**src/rtl/core_id_scoreboard_pkg.sv**
```systemverilog
// Shared core package: ALU/instruction constants plus the ID scoreboard
// entry type and default depth.
//   sb_entry_t       : one in-flight instruction's destination info
//   SB_DEPTH_DEFAULT : default scoreboard depth (power of two, 2..8)
package core_id_scoreboard_pkg;

  localparam logic [3:0] ALU_OP_ADD = 4'd0;
  localparam logic [3:0] ALU_OP_SUB = 4'd1;
  localparam logic [3:0] ALU_OP_AND = 4'd2;
  localparam logic [3:0] ALU_OP_OR  = 4'd3;

  localparam logic [31:0] ISTR_NOP = 32'h0000_0013;

  localparam int SB_DEPTH_DEFAULT = 4;

  typedef struct packed {
    logic [4:0]  rd;
    logic        reg_write;
    logic [11:0] csr;
    logic        csr_write;
  } sb_entry_t;

endpackage

```
**src/rtl/core_id_scoreboard_if.sv**
```systemverilog
// Scoreboard bundle between the pipeline (ID/EX/WB) and the scoreboard.
//   master : pipeline side, drives issue/ID source/retire/flush signals
//   slave  : scoreboard side, drives id_stall, issue_fire and status
interface core_id_scoreboard_if
  import core_id_scoreboard_pkg::*;
#(
  parameter int SB_DEPTH = SB_DEPTH_DEFAULT
);
  localparam int CNT_W = $clog2(SB_DEPTH) + 1;

  logic             issue_valid;
  logic [4:0]       issue_rd;
  logic             issue_reg_write;
  logic [11:0]      issue_csr;
  logic             issue_csr_write;
  logic [4:0]       id_rs1;
  logic [4:0]       id_rs2;
  logic             id_rs1_valid;
  logic             id_rs2_valid;
  logic [11:0]      id_csr;
  logic             id_csr_read;
  logic             retire_valid;
  logic             ex_flush_en;
  logic [1:0]       ex_flush_num;
  logic             id_stall;
  logic             issue_fire;
  logic [CNT_W-1:0] sb_count;
  logic             sb_full;
  logic             sb_empty;

  modport master (
    output issue_valid, issue_rd, issue_reg_write, issue_csr, issue_csr_write,
    output id_rs1, id_rs2, id_rs1_valid, id_rs2_valid, id_csr, id_csr_read,
    output retire_valid, ex_flush_en, ex_flush_num,
    input  id_stall, issue_fire, sb_count, sb_full, sb_empty
  );

  modport slave (
    input  issue_valid, issue_rd, issue_reg_write, issue_csr, issue_csr_write,
    input  id_rs1, id_rs2, id_rs1_valid, id_rs2_valid, id_csr, id_csr_read,
    input  retire_valid, ex_flush_en, ex_flush_num,
    output id_stall, issue_fire, sb_count, sb_full, sb_empty
  );

endinterface

```
**src/rtl/core_sb_match.sv**
```systemverilog
// Per-entry hazard comparators: checks the ID instruction's rs1/rs2/csr
// sources against every valid scoreboard entry.
//   entries/entry_valid : scoreboard contents and per-slot valid mask
//   id_*                : ID source operands and their use flags
//   raw_hazard          : a GPR source is pending in some entry
//   csr_hazard          : the CSR source is pending in some entry
module core_sb_match
  import core_id_scoreboard_pkg::*;
#(
  parameter int DEPTH = SB_DEPTH_DEFAULT
) (
  input  sb_entry_t [DEPTH-1:0] entries,
  input  logic [DEPTH-1:0]      entry_valid,
  input  logic [4:0]            id_rs1,
  input  logic [4:0]            id_rs2,
  input  logic                  id_rs1_valid,
  input  logic                  id_rs2_valid,
  input  logic [11:0]           id_csr,
  input  logic                  id_csr_read,
  output logic                  raw_hazard,
  output logic                  csr_hazard
);
  logic [DEPTH-1:0] rs1_hit;
  logic [DEPTH-1:0] rs2_hit;
  logic [DEPTH-1:0] csr_hit;

  for (genvar gi = 0; gi < DEPTH; gi++) begin : g_cmp
    // x0 is never a real destination, so an rd of 0 cannot create a hazard.
    logic gpr_pending;
    assign gpr_pending = entry_valid[gi] && entries[gi].reg_write
                         && (entries[gi].rd != 5'd0);
    assign rs1_hit[gi] = gpr_pending && id_rs1_valid && (id_rs1 == entries[gi].rd);
    assign rs2_hit[gi] = gpr_pending && id_rs2_valid && (id_rs2 == entries[gi].rd);
    assign csr_hit[gi] = entry_valid[gi] && entries[gi].csr_write
                         && id_csr_read && (id_csr == entries[gi].csr);
  end

  assign raw_hazard = (|rs1_hit) || (|rs2_hit);
  assign csr_hazard = |csr_hit;

endmodule

```
**src/rtl/core_id_scoreboard.sv**
```systemverilog
// In-order scoreboard tracking instructions between ID issue and WB retire.
// Stalls ID on RAW (GPR) or CSR hazards against in-flight destinations, or
// when the queue is full.
//   clk  : clock, all state on rising edge
//   rest : asynchronous active-low reset
//   sb   : scoreboard bundle (slave side)
module core_id_scoreboard
  import core_id_scoreboard_pkg::*;
#(
  parameter int SB_DEPTH = SB_DEPTH_DEFAULT
) (
  input logic                 clk,
  input logic                 rest,
  core_id_scoreboard_if.slave sb
);
  localparam int PTR_W = $clog2(SB_DEPTH);
  localparam int CNT_W = PTR_W + 1;

  logic [PTR_W-1:0] head_reg, head_next;
  logic [PTR_W-1:0] tail_reg, tail_next;
  logic [CNT_W-1:0] count_reg, count_next;

  // Payload storage is deliberately not reset; validity comes from head/count.
  sb_entry_t [SB_DEPTH-1:0] entries_reg;
  logic [SB_DEPTH-1:0]      entry_valid;

  logic push, pop, full_w, empty_w;
  logic raw_hazard, csr_hazard, stall_w;
  logic [1:0] flush_amt;

  assign full_w  = (count_reg == CNT_W'(SB_DEPTH));
  assign empty_w = (count_reg == '0);

  // Retire on an empty queue is ignored so count cannot underflow.
  assign pop       = sb.retire_valid && !empty_w;
  assign flush_amt = sb.ex_flush_en ? sb.ex_flush_num : 2'd0;

  // Stall uses full-at-cycle-start, so a same-cycle retire cannot let a push in.
  assign stall_w = raw_hazard || csr_hazard || full_w;
  assign push    = sb.issue_valid && !stall_w && !sb.ex_flush_en;

  // A slot is valid when its distance from head is below count. The head
  // slot stays valid through its retire cycle, so there is no WB bypass.
  for (genvar gi = 0; gi < SB_DEPTH; gi++) begin : g_valid
    logic [PTR_W-1:0] offset;
    assign offset          = PTR_W'(gi) - head_reg;
    assign entry_valid[gi] = ({1'b0, offset} < count_reg);
  end

  core_sb_match #(.DEPTH(SB_DEPTH)) u_match (
    .entries      (entries_reg),
    .entry_valid  (entry_valid),
    .id_rs1       (sb.id_rs1),
    .id_rs2       (sb.id_rs2),
    .id_rs1_valid (sb.id_rs1_valid),
    .id_rs2_valid (sb.id_rs2_valid),
    .id_csr       (sb.id_csr),
    .id_csr_read  (sb.id_csr_read),
    .raw_hazard   (raw_hazard),
    .csr_hazard   (csr_hazard)
  );

  always_comb begin
    head_next  = head_reg;
    tail_next  = tail_reg;
    count_next = count_reg + CNT_W'(push) - CNT_W'(pop) - CNT_W'(flush_amt);
    if (pop) head_next = head_reg + PTR_W'(1);
    // Truncating the flush amount to the pointer width gives the modulo
    // wrap for small depths (depth 2 flushing 2 leaves tail in place).
    if (sb.ex_flush_en) tail_next = tail_reg - PTR_W'(sb.ex_flush_num);
    else if (push)      tail_next = tail_reg + PTR_W'(1);
  end

  always_ff @(posedge clk or negedge rest) begin
    if (!rest) begin
      head_reg  <= '0;
      tail_reg  <= '0;
      count_reg <= '0;
    end else begin
      head_reg  <= head_next;
      tail_reg  <= tail_next;
      count_reg <= count_next;
    end
  end

  always_ff @(posedge clk) begin
    if (push) begin
      entries_reg[tail_reg] <= '{rd:        sb.issue_rd,
                                 reg_write: sb.issue_reg_write,
                                 csr:       sb.issue_csr,
                                 csr_write: sb.issue_csr_write};
    end
  end

  assign sb.id_stall   = stall_w;
  assign sb.issue_fire = push;
  assign sb.sb_count   = count_reg;
  assign sb.sb_full    = full_w;
  assign sb.sb_empty   = empty_w;

endmodule

```
**src/flat_wrapper.sv**
```systemverilog
// flat-port wrapper written by rule: the top's interface ports become plain ports
module core_id_scoreboard_flat import core_id_scoreboard_pkg::*;
#(
  parameter int SB_DEPTH = SB_DEPTH_DEFAULT
)
  (clk, rest, sb_issue_valid, sb_issue_rd, sb_issue_reg_write, sb_issue_csr, sb_issue_csr_write, sb_id_rs1, sb_id_rs2, sb_id_rs1_valid, sb_id_rs2_valid, sb_id_csr, sb_id_csr_read, sb_retire_valid, sb_ex_flush_en, sb_ex_flush_num, sb_id_stall, sb_issue_fire, sb_sb_count, sb_sb_full, sb_sb_empty);
  core_id_scoreboard_if #(.SB_DEPTH(SB_DEPTH)) sb_i ();
  input logic clk;
  input logic rest;
  input wire logic [$bits(sb_i.issue_valid)-1:0] sb_issue_valid;
  input wire logic [$bits(sb_i.issue_rd)-1:0] sb_issue_rd;
  input wire logic [$bits(sb_i.issue_reg_write)-1:0] sb_issue_reg_write;
  input wire logic [$bits(sb_i.issue_csr)-1:0] sb_issue_csr;
  input wire logic [$bits(sb_i.issue_csr_write)-1:0] sb_issue_csr_write;
  input wire logic [$bits(sb_i.id_rs1)-1:0] sb_id_rs1;
  input wire logic [$bits(sb_i.id_rs2)-1:0] sb_id_rs2;
  input wire logic [$bits(sb_i.id_rs1_valid)-1:0] sb_id_rs1_valid;
  input wire logic [$bits(sb_i.id_rs2_valid)-1:0] sb_id_rs2_valid;
  input wire logic [$bits(sb_i.id_csr)-1:0] sb_id_csr;
  input wire logic [$bits(sb_i.id_csr_read)-1:0] sb_id_csr_read;
  input wire logic [$bits(sb_i.retire_valid)-1:0] sb_retire_valid;
  input wire logic [$bits(sb_i.ex_flush_en)-1:0] sb_ex_flush_en;
  input wire logic [$bits(sb_i.ex_flush_num)-1:0] sb_ex_flush_num;
  output wire logic [$bits(sb_i.id_stall)-1:0] sb_id_stall;
  output wire logic [$bits(sb_i.issue_fire)-1:0] sb_issue_fire;
  output wire logic [$bits(sb_i.sb_count)-1:0] sb_sb_count;
  output wire logic [$bits(sb_i.sb_full)-1:0] sb_sb_full;
  output wire logic [$bits(sb_i.sb_empty)-1:0] sb_sb_empty;
  assign sb_i.issue_valid = sb_issue_valid;
  assign sb_i.issue_rd = sb_issue_rd;
  assign sb_i.issue_reg_write = sb_issue_reg_write;
  assign sb_i.issue_csr = sb_issue_csr;
  assign sb_i.issue_csr_write = sb_issue_csr_write;
  assign sb_i.id_rs1 = sb_id_rs1;
  assign sb_i.id_rs2 = sb_id_rs2;
  assign sb_i.id_rs1_valid = sb_id_rs1_valid;
  assign sb_i.id_rs2_valid = sb_id_rs2_valid;
  assign sb_i.id_csr = sb_id_csr;
  assign sb_i.id_csr_read = sb_id_csr_read;
  assign sb_i.retire_valid = sb_retire_valid;
  assign sb_i.ex_flush_en = sb_ex_flush_en;
  assign sb_i.ex_flush_num = sb_ex_flush_num;
  assign sb_id_stall = sb_i.id_stall;
  assign sb_issue_fire = sb_i.issue_fire;
  assign sb_sb_count = sb_i.sb_count;
  assign sb_sb_full = sb_i.sb_full;
  assign sb_sb_empty = sb_i.sb_empty;
  core_id_scoreboard #(.SB_DEPTH(SB_DEPTH)) u_core (.clk(clk), .rest(rest), .sb(sb_i));
endmodule
```
**config.mk**
```make
export PLATFORM = sky130hd
export DESIGN_NAME = core_id_scoreboard_flat
export DESIGN_NICKNAME = d
export VERILOG_FILES = /design/src/rtl/core_id_scoreboard_pkg.sv /design/src/rtl/core_id_scoreboard_if.sv /design/src/rtl/core_sb_match.sv /design/src/rtl/core_id_scoreboard.sv /design/src/flat_wrapper.sv
export SDC_FILE = /design/constraint.sdc
export NUM_CORES = 1
export LEC_CHECK = 0
export BUFFER_PORTS_ARGS = -buffer_cell sky130_fd_sc_hd__buf_2
export CORE_MARGIN = 2
export CORE_UTILIZATION = 41
export CTS_BUF_LIST = sky130_fd_sc_hd__clkbuf_2 sky130_fd_sc_hd__clkbuf_4 sky130_fd_sc_hd__clkbuf_8
export DETAILED_ROUTE_END_ITERATION = 8
export PLACE_DENSITY = 0.64
export SYNTH_ARGS = -nofsm -noshare
export SYNTH_HDL_FRONTEND = slang
export SYNTH_SLANG_ARGS = --single-unit
```
**constraint.sdc**
```tcl
create_clock -name clk -period 9.54 [get_ports clk]
set_input_delay 0.477 -clock clk [delete_from_list [all_inputs] [get_ports clk]]
set_output_delay 0.477 -clock clk [all_outputs]
set_load 0.005 [all_outputs]
```
==> Word-level counts from Yosys, hierarchy flattened <==
Cells that the tools add are included.
{ "word_totals": {"ff_bits": 83, "latch_bits": 0, "ramBits": 0, "romBits": 0, "input_bits": 51, "out_inout_bits": 7, "word_cells": 109, "n_memories": 0} }
{ "classes": {"addsub": 10, "multipliers": 0, "n_div": 0, "order_cmp": 6, "n_eq_ne": 13, "n_shift": 0, "n_mux": 6, "bitwise_logic": 0, "n_reduce_logical": 55} }
{ "ops": {"columns": ["operator", "count"], "rows": [
  ["bitwise mux 76 bit", 1],
  ["equality test 12 bit", 4],
  ["equality test 5 bit", 8],
  ["logical AND 1 bit", 40],
  ["demux 19 bit (select 2 bit)", 1],
  ["nonzero test 5 bit", 4],
  ["2-to-1 mux 19 bit", 1],
  ["less-than comparator 2 x 3 -> 1 bit", 4],
  ["OR reduction 4 bit", 3],
  ["2-to-1 mux 2 bit", 3],
  ["adder 2 x 1 -> 2 bit, second input constant", 2],
  ["subtractor 1 x 2 -> 2 bit, first input constant", 2],
  ["subtractor 2 bit, first input constant", 2],
  ["adder 3 x 1 -> 3 bit", 1],
  ["equality test 3 bit, second input constant", 1],
  ["zero test 1 bit", 3],
  ["zero test 3 bit", 1],
  ["logical OR 1 bit", 3],
  ["less-than comparator 2 x 3 -> 1 bit, second input constant", 1],
  ["subtractor 3 x 1 -> 3 bit", 1],
  ["subtractor 3 x 2 -> 3 bit", 1],
  [">= comparator 2 x 1 -> 1 bit, second input constant", 1],
  ["nonzero test 2 bit", 1],
  ["subtractor 2 bit", 1]
]} }

==> Longest topological paths before layout <==
Gate-level depths: netlist of run 1.
{ "depth": {"ltp_word": 16, "ltp_mapped": 13, "mapped_depth_nobuf": 13} }

==> Cells and area by module <==
From an unflattened synthesis of run 1, not the netlist that was laid out.
{ "hier_totals": {"hier_cells": 289, "area_unflattened_um2": 4017.6} }
{ "by_module_without_submodules": {"columns": ["module", "instances", "cells_each", "area_each_um2", "seq_area_each_um2"], "rows": [
  ["core_id_scoreboard", 1, 138, 2884.0, 2457.4],
  ["core_sb_match", 1, 151, 1133.6, 0.0]
]} }

==> Worst setup path before layout of run 1 <==
OpenSTA, ideal clock, no wires.
{ "synth_timing": {"path_type": "register to register", "start": "reg u_core.head_reg[0]", "end": "reg u_core.entries_reg[0] (netlist bit), enable pin", "setup_time_ps": 423, "arrival_ps": 3474, "required_ps": 9117, "slack_ps": 5643, "stages_incl_launch_ff": 11, "path_buffers": 0, "synth_period_minus_slack_ps": 3897, "path_cell_list": "dfrtp_1 -> xor2_1 -> inv_1 -> ha_1 -> nand2b_1 -> o22ai_1 -> nor4_1 -> o41ai_2 -> nand2_1 -> nor3_2 -> nor3b_1"} }
{ "synth_via": {"elab_chain_len": 13, "word_cells_on_any_way": 53, "cone_classes": "add/sub: 4; order compare: 4; reduce/logical: 45"} }
{ "synth_lines": {"columns": ["item", "line_no", "source"], "rows": [
  ["start, declared", "core_id_scoreboard.sv:19", "logic [PTR_W-1:0] head_reg, head_next;"],
  ["start signal, assigned", "core_id_scoreboard.sv:80", "head_reg <= head_next;"],
  ["subtractor 1 x 2 -> 2 bit / subtractor 2 bit (equally long branches)", "core_id_scoreboard.sv:46", "assign offset = PTR_W'(gi) - head_reg;"],
  ["less-than comparator 2 x 3 -> 1 bit", "core_id_scoreboard.sv:47", "assign entry_valid[gi] = ({1'b0, offset} < count_reg);"],
  ["logical AND 1 bit", "core_sb_match.sv:30", "assign gpr_pending = entry_valid[gi] && entries[gi].reg_write"],
  ["logical AND 1 bit", "core_sb_match.sv:31", "&& (entries[gi].rd != 5'd0);"],
  ["logical AND 1 bit, on equally long branches (2 in a row)", "core_sb_match.sv:32, core_sb_match.sv:33", null],
  ["OR reduction 4 bit", "core_sb_match.sv:38", "assign raw_hazard = (|rs1_hit) || (|rs2_hit);"],
  ["logical OR 1 bit", "core_sb_match.sv:38", null],
  ["logical OR 1 bit * (2 in a row)", "core_id_scoreboard.sv:39", "assign stall_w = raw_hazard || csr_hazard || full_w;"],
  ["zero test 1 bit *", "core_id_scoreboard.sv:40", "assign push = sb.issue_valid && !stall_w && !sb.ex_flush_en;"],
  ["logical AND 1 bit * (2 in a row)", "core_id_scoreboard.sv:40", null],
  ["named net sb_issue_fire", "flat_wrapper.sv:25", "output wire logic [$bits(sb_i.issue_fire)-1:0] sb_issue_fire;"],
  ["end signal, assigned by index", "core_id_scoreboard.sv:88", "entries_reg[tail_reg] <= '{rd: sb.issue_rd,"],
  ["end, declared", "core_id_scoreboard.sv:24", "sb_entry_t [SB_DEPTH-1:0] entries_reg;"]
]} }
Mark *: on every way through the listed nets, which the timed path passes. The rest lies on a longest branch.
A chain may end at the register's enable or synchronous reset.

==> Worst setup path in the final report of run 1 <==
{ "layout_timing": {"start": "reg u_core.head_reg[0]", "end": "reg u_core.entries_reg[31] (netlist bit), enable pin"} }
{ "layout_via": {"elab_chain_len": 13, "word_cells_on_any_way": 53, "cone_classes": "add/sub: 4; order compare: 4; reduce/logical: 45"} }
{ "layout_lines": {"columns": ["item", "line_no"], "rows": [
  ["subtractor 1 x 2 -> 2 bit / subtractor 2 bit (equally long branches)", "core_id_scoreboard.sv:46"],
  ["less-than comparator 2 x 3 -> 1 bit", "core_id_scoreboard.sv:47"],
  ["logical AND 1 bit", "core_sb_match.sv:30"],
  ["logical AND 1 bit", "core_sb_match.sv:31"],
  ["logical AND 1 bit, on equally long branches (2 in a row)", "core_sb_match.sv:32, core_sb_match.sv:33"],
  ["OR reduction 4 bit", "core_sb_match.sv:38"],
  ["logical OR 1 bit", "core_sb_match.sv:38"],
  ["logical OR 1 bit * (2 in a row)", "core_id_scoreboard.sv:39"],
  ["zero test 1 bit *", "core_id_scoreboard.sv:40"],
  ["logical AND 1 bit * (2 in a row)", "core_id_scoreboard.sv:40"]
]} }
Every way passes the cells marked *; elsewhere a longest branch is shown, timed or not.

==> reports/results.ini, run 1 <==
[logic_synthesis]
synth_cells=294
synthArstFlopShare_pct=8.434
yosysTopAreaCell=edfxtp_1
syn_avg_cell_area_um2=13.74
synth_edf_count=76
synth_warnings=0
synth_cell_types=35
synth.area.top_cells=edfxtp_1 56%, xnor2_1 16%, xor2_1 5.0%
yosysSeqAreaShare_pct=60.82
synth_top_area_share_pct=56.49
syn_area_um2=4040
syn-num-nets=354
synth_ff_type=edfxtp_1
ys_seq_elements=83

[floorplan]
die_area_um2=10660
fp.dieW_um=103.3
rows=36
io_pins=58
die_y_um=103.3
design.core.area_um2=9684
initial_core_util_pct=41.72

[routing]
post_drt_wl_per_cell_um=17.31
drtPass1Iterations=4
via_per_inst=4.953
drt-total-wl_um=8467
drcViolationCount=0
highest_layer=met4
wl_met2_um=4189
first_iter_violations=98
wl_met1_um=3819
vias=2422
final_antenna_net_count=0
wl_met3_um=323

[timing]
setup_viol=0
slew_viol_final=0
max_freq_mhz=280.3
fin_crit_ns=3.567
layout_worst_path_cycle_share_pct=37.39
timing.hold.ws_ns=0.3535
tightest_slew_ns=1.024
timing_hold_violations_final=0
rsz0062_at_grt=false
slew_headroom_pct=31.75
skew_ns=0.01370
setup-tns-final_ns=0

[placement]
dp.cells=472
gp_congestion=0.8758
dpl.hpwl_um=6303
dpl_cell_area_um2=4464
io_buffers=57

[final_layout]
post-route-util_pct=48.18
drive_gt1_share_pct=23.31
syn_to_final_growth_pct=15.48
instances_no_fill=489
multi_input_area_um2=1503
ff_latch_area_um2=2457
n_antenna_cell=0
finish.instance_area_um2=4666
fillers=884
fin_nets=411
largest_reg_flops=76

[setup_path]
cp-end-kind=flop
rr_worst_depth=10
worstPathMaxFanout=13
cp.required_ns=9.58
cp_slowest_stage_delay_ns=0.64
crit_type=flop to flop
crit_chain=xor2_1, ha_1, nand2b_1, o22ai_1, nor4_1, o41ai_2, nand2_1, nor3_2, nor3b_2, buf_4
crit_path_start_kind=flop
cp_data_arrival_time_ns=3.60
cpMaxStageDelayCell=nor3b_2

[clock_network]
cts_tree=built
cts.htree.levels=3
cts.root.buffer_cell=clkbuf_8
ctsResizeCount=0
worstSkewPairLatency_ns=0.35
post-cts-setup-buffers=0
cts.clk_slew.worst_paths_ns=0.09
postCtsHoldBufs=1
cts.path.max_buffers=2
cts.sinks=83
cts_buffers=9

[flow_run]
maxCapViolCount=0

[global_routing]
gr-total-overflow=0
grt_pass1_vias=2458
grt_pass1_wl_um=12920
grt_max_degree=20
antenna_found_initial=0
grtUsageTotal_pct=16.77

[outcome]
status=finished, final reports clean

[power_and_ir_drop]
ir_drop_mv=0.09063
p_leak_nw=1.640
power.density_nw_per_um2=212.6

[min_path]
whs_path_depth=1
hp-class=input pin to flop

cells in the mapped netlist (3+ instances only):
cell,number
clkbuf_1,14
dfrtp_1,7
edfxtp_1,76
ha_1,7
inv_1,10
nand2_1,13
nand2b_1,4
nand3_1,9
nand4_1,8
nor4_1,16
o21ai_1,3
o41ai_2,3
or4_1,3
xnor2_1,72
xor2_1,23
layer usage:
metal	global-route usage, %	vias to the layer above
li1	-	1165
met1	22.24	1188
met2	28.02	60
met3	2.688	9
met4	6.073	0
met5	0	-
placed cells by master (no fill, tap or decap), drive strengths merged, types with 7 or more instances in the layout:
| cell | n |
|---|---|
| buf | 59 |
| clkbuf | 9 |
| dfrtp | 7 |
| edfxtp | 76 |
| ha | 7 |
| inv | 11 |
| nand2 | 13 |
| nand3 | 9 |
| nand4 | 8 |
| nor4 | 16 |
| xnor2 | 72 |
| xor2 | 23 |
power by group:
group          switching (W)  leakage, nW  internal [W]
logic               0.000139        0.774      0.000112
registers          0.0000399        0.771      0.000452
clock network       0.000129       0.0947      0.000120
total               0.000308         1.64      0.000684
cell families (layout without fill, tap and decap cells):
| group | after synthesis | in the layout | synth area share [%] |
|---|---|---|---|
| DFF | 83 | 83 | 60.82 |
| xor gates and xnor gates | 95 | 95 | 20.59 |
| adders and majority gates | 9 | 9 | 3.159 |
| AOI/OAI and AO/OA | 17 | 17 | 3.654 |
| and+or+nand+nor | 65 | 65 | 9.291 |
| buffers and inverters | 24 | 86 | 2.230 |
| muxes | 1 | 1 | 0.2478 |
worst max-delay path, delay by kind of cell (launching register included):
kind	cells	cell delay, ns
adders and majority gates	1	0.29
xor gates and xnor gates	1	0.20
and+or+nand+nor	5	1.35
buffers and inverters	1	0.35
DFF	1	0.46
AOI/OAI and AO/OA	2	0.60
final cells by class:
| type | count | area share (%) |
|---|---|---|
| inverter | 10 | 0.8045 |
| clock inverter | 7 | 1.448 |
| clock buffer | 9 | 2.655 |
| tap | 133 | 3.567 |
| multi-input combinational | 187 | 32.21 |
| timing repair buffer | 60 | 6.651 |
| sequential | 83 | 52.67 |
final timing paths:
check                              startpoint                      to  slack (ns)
min                           sb_issue_csr[5]   u_core.entries_reg[6]        0.35
max reg2reg                u_core.head_reg[0]  u_core.entries_reg[31]        5.97
min in group asynchronous                rest   u_core.sb.sb_count[1]        0.49
min reg2reg                u_core.head_reg[1]      u_core.head_reg[1]        0.55
max in group asynchronous                rest      u_core.tail_reg[1]        8.88
max                        u_core.head_reg[0]  u_core.entries_reg[31]        5.97
metrics by stage:
stage	total power [W]	worst slack, ns
after global placement	0.0007432	6.079
final	0.0009917	5.973
after global routing	0.001050	5.722
after CTS	0.001001	5.954
after floorplan	0.0006628	5.643
after detailed placement	0.0007525	6.017
No activity file was read; power rests on OpenSTA's default activity.
==> run 2: changes to the inputs <==
--- a/config.mk
+++ b/config.mk
@@ -5,12 +5,13 @@
 export SDC_FILE = /design/constraint.sdc
 export NUM_CORES = 1
 export LEC_CHECK = 0
+export ABC_AREA = 1
 export BUFFER_PORTS_ARGS = -buffer_cell sky130_fd_sc_hd__buf_2
 export CORE_MARGIN = 2
 export CORE_UTILIZATION = 41
 export CTS_BUF_LIST = sky130_fd_sc_hd__clkbuf_2 sky130_fd_sc_hd__clkbuf_4 sky130_fd_sc_hd__clkbuf_8
 export DETAILED_ROUTE_END_ITERATION = 8
-export PLACE_DENSITY = 0.64
+export PLACE_DENSITY = 0.66
 export SYNTH_ARGS = -nofsm -noshare
 export SYNTH_HDL_FRONTEND = slang
 export SYNTH_SLANG_ARGS = --single-unit
==> constraint.sdc (replaced) <==
create_clock -name clk -period 3.1 [get_ports clk]
set_input_delay 0.155 -clock clk [delete_from_list [all_inputs] [get_ports clk]]
set_output_delay 0.155 -clock clk [all_outputs]
set_load 0.005 [all_outputs]
==> run 2 against run 1 <==
Via count up 39%; first-iteration DRC count up 72%; worst setup slack worse by 5.6 ns; final area up 12%; total power rose to 3.2 times the previous value.
==> reports/results.ini, run 2 <==
[routing]
drcViolationCount=0  ; unchanged
post_drt_wl_per_cell_um=13.55  ; -22%
drt-total-wl_um=9796  ; +16%
vias=3370  ; +39%
via_per_inst=4.661  ; -5.9%
drtPass1Iterations=4  ; unchanged
first_iter_violations=169  ; +72%
final_antenna_net_count=0  ; unchanged

[min_path]
hp-class=input pin to flop

[final_layout]
post-route-util_pct=48.13  ; about the same
n_antenna_cell=0  ; unchanged
fin_nets=638  ; +55%
finish.instance_area_um2=5218  ; +12%
mostFrequentLayoutCells=166 x nand2_1, 76 x edfxtp_1, 71 x nor2_1
largest_reg_flops=76  ; unchanged
syn_to_final_growth_pct=14.18
layout_commonest_cell=nand2_1
drive_gt1_share_pct=16.81  ; -6.5 points

[timing]
rsz0062_at_grt=false
max_freq_mhz=363.6  ; +30%
slew_headroom_pct=62.45  ; +31 points
timing_hold_violations_final=0  ; unchanged
setup-tns-final_ns=0  ; unchanged
tightest_slew_ns=0.5574  ; -0.4663 ns
fin_crit_ns=2.750  ; -0.8172 ns
layout_worst_path_cycle_share_pct=88.71  ; +51 points
skew_ns=0.007240  ; -0.006459 ns
slew_viol_final=0  ; unchanged
setup_viol=0  ; unchanged
finalWorstSetupSlack_ns=0.3499  ; -5.623 ns

[global_routing]
grtUsageTotal_pct=17.31  ; +0.53 points
grt_pass1_wl_um=15480  ; +20%
grt_pass1_vias=3339  ; +36%
grt_max_degree=20  ; unchanged
antenna_found_initial=0  ; unchanged
gr-total-overflow=0  ; unchanged

[power_and_ir_drop]
swShare_pct=33.44  ; +2.4 points
power.share.sequential_pct=47.0  ; -2.6 points
ir_drop_mv=0.2802  ; +210%
p_leak_nw=2.410  ; +47%
p_sw_w=0.001063  ; +250%
p_int_w=0.002117  ; +210%
clock_power_share_pct=24.4  ; -0.8 points
power_w=0.003180  ; +220%
power.density_nw_per_um2=609.5  ; +190%
combPwrFrac_pct=28.6  ; +3.3 points

[logic_synthesis]
syn_area_um2=4569  ; +13%
synth_common_cells=166 x nand2_1, 76 x edfxtp_1, 71 x nor2_1
synth_warnings=0  ; unchanged
yosysSeqAreaShare_pct=53.78  ; -7.0 points
syn_avg_cell_area_um2=8.907  ; -35%
synth.area.top_cells=edfxtp_1 50%, nand2_1 14%, nor2_1 5.8%
synth_top_area_share_pct=49.95  ; -6.5 points
syn-num-nets=573  ; +62%
synth_cells=513  ; +74%
synthXorXnorAreaFrac_pct=9.009  ; -12 points
synth_edf_count=76  ; unchanged
ys_seq_elements=83  ; unchanged
synth_compound_area_share_pct=0.3286  ; -3.3 points
yosysMostFrequentCell=nand2_1
synth_ff_type=edfxtp_1
synthArstFlopShare_pct=8.434  ; unchanged
yosysTopAreaCell=edfxtp_1
synth_top_family_by_area=simple AND/OR/NAND/NOR gates
yosys.area_share.simple_pct=27.11  ; +18 points
yosys-mux-area-fraction_pct=0  ; -0.25 points
synth_cell_types=24  ; -31%
synth-adder-area-share_pct=2.793  ; -0.37 points

[floorplan]
initial_core_util_pct=42.15  ; +0.43 points
rows=38  ; +5.6%
fp.dieW_um=109.6  ; +6.1%
die_area_um2=12010  ; +13%
design.core.area_um2=10840  ; +12%
io_pins=58  ; unchanged
die_y_um=109.6  ; +6.1%

[setup_path]
crit_path_start_kind=flop
cp-end-kind=flop
cp.required_ns=3.38  ; -6.20 ns
worstPathMaxFanout=5  ; -8
crit_type=flop to flop
cp_data_arrival_time_ns=3.03  ; -0.57 ns

[clock_network]
cts_buffers=9  ; unchanged
cts.clk_slew.worst_paths_ns=0.09  ; about the same
cts_tree=built
worstSkewPairLatency_ns=0.35  ; about the same
cts.root.buffer_cell=clkbuf_8
cts.sinks=83  ; unchanged
cts.path.max_buffers=2  ; unchanged
post-cts-setup-buffers=0  ; unchanged
cts.htree.levels=3  ; unchanged

[placement]
dpl.hpwl_um=7419  ; +18%
pre_cts_ws_ns=0.3839  ; -5.633 ns
gp_congestion=0.8863  ; +1.2%
dpl_cell_area_um2=5010  ; +12%
io_buffers=57  ; unchanged

[flow_run]
maxCapViolCount=0  ; unchanged

[outcome]
status=finished, final reports clean

## run 2: metal layers
metal,track usage (%),wire [um]
met5,0,0
met4,6.058,155
met3,3.082,428
met2,31.97,5018
met1,20.00,4193
## run 2: area by class of cell
class | instances | area [um2]
Clock inverter | 7 | 73.82
Timing Repair Buffer | 62 | 325.3
Fill cell | 1023 | 5623
Sequential cell | 83 | 2457
Multi-Input combinational cell | 351 | 1793
Tap cell | 140 | 175.2
Inverter | 71 | 269.0
Clock buffer | 9 | 123.9
## run 2: path summary, 6_finish.rpt
path,from,endpoint,slack [ns],cells after the start
worst min-delay path,sb_issue_csr[4],u_core.entries_reg[5],0.01,1
max in group asynchronous,rest,u_core.tail_reg[0],2.78,2
worst max register to register,u_core.head_reg[1],u_core.sb.sb_count[2],0.35,19
worst min register to register,u_core.tail_reg[0],u_core.tail_reg[0],0.57,2
min in group asynchronous,rest,u_core.head_reg[1],0.16,2
worst max-delay path,u_core.head_reg[1],u_core.sb.sb_count[2],0.35,19
## run 2: per-stage QoR
stage	hold WS [ns]	std cells
after global routing	0.009132	723
after detailed placement	0.002770	706
after floorplan	-0.1406	513
after CTS	0.003072	723
after global placement	0.002745	706
final	0.01034	723
## run 2: cells by family after synthesis
| family | after synthesis |
|---|---|
| xor+xnor | 47 |
| compound gates | 3 |
| flops | 83 |
| buf+inv | 79 |
| simple gates | 292 |
| fa+ha+maj | 9 |
## run 2: power groups by stage
stage	combinational (W)	clock, W	sequential [W]
after detailed placement	0.000917	0	0.00152
after floorplan	0.000641	0	0.00150
after global routing	0.00106	0.000842	0.00151
after CTS	0.000923	0.000795	0.00150
final	0.000910	0.000777	0.00149
after global placement	0.000888	0	0.00151
## run 2: what timing repair did
action	CTS	global route
setup endpoints to repair	0	0
endpoints found under the hold margin	7	0
resized for setup	0	0
hold buffers	1	0
## run 2: critical path, stage by stage (launching register included)
cell and delay (ns):
dfrtp_1 0.43, xnor2_1 0.26, inv_1 0.08, ha_1 0.28, nand3_2 0.08, nand2_1 0.06
nor2_1 0.13, nand2_1 0.07, nor2_1 0.09, nor2_1 0.05, nand2_1 0.10, inv_2 0.04
nand2_2 0.07, nor2_4 0.04, nand4_4 0.09, inv_1 0.08, ha_1 0.20, ha_1 0.19
xnor2_1 0.18, xor2_1 0.17
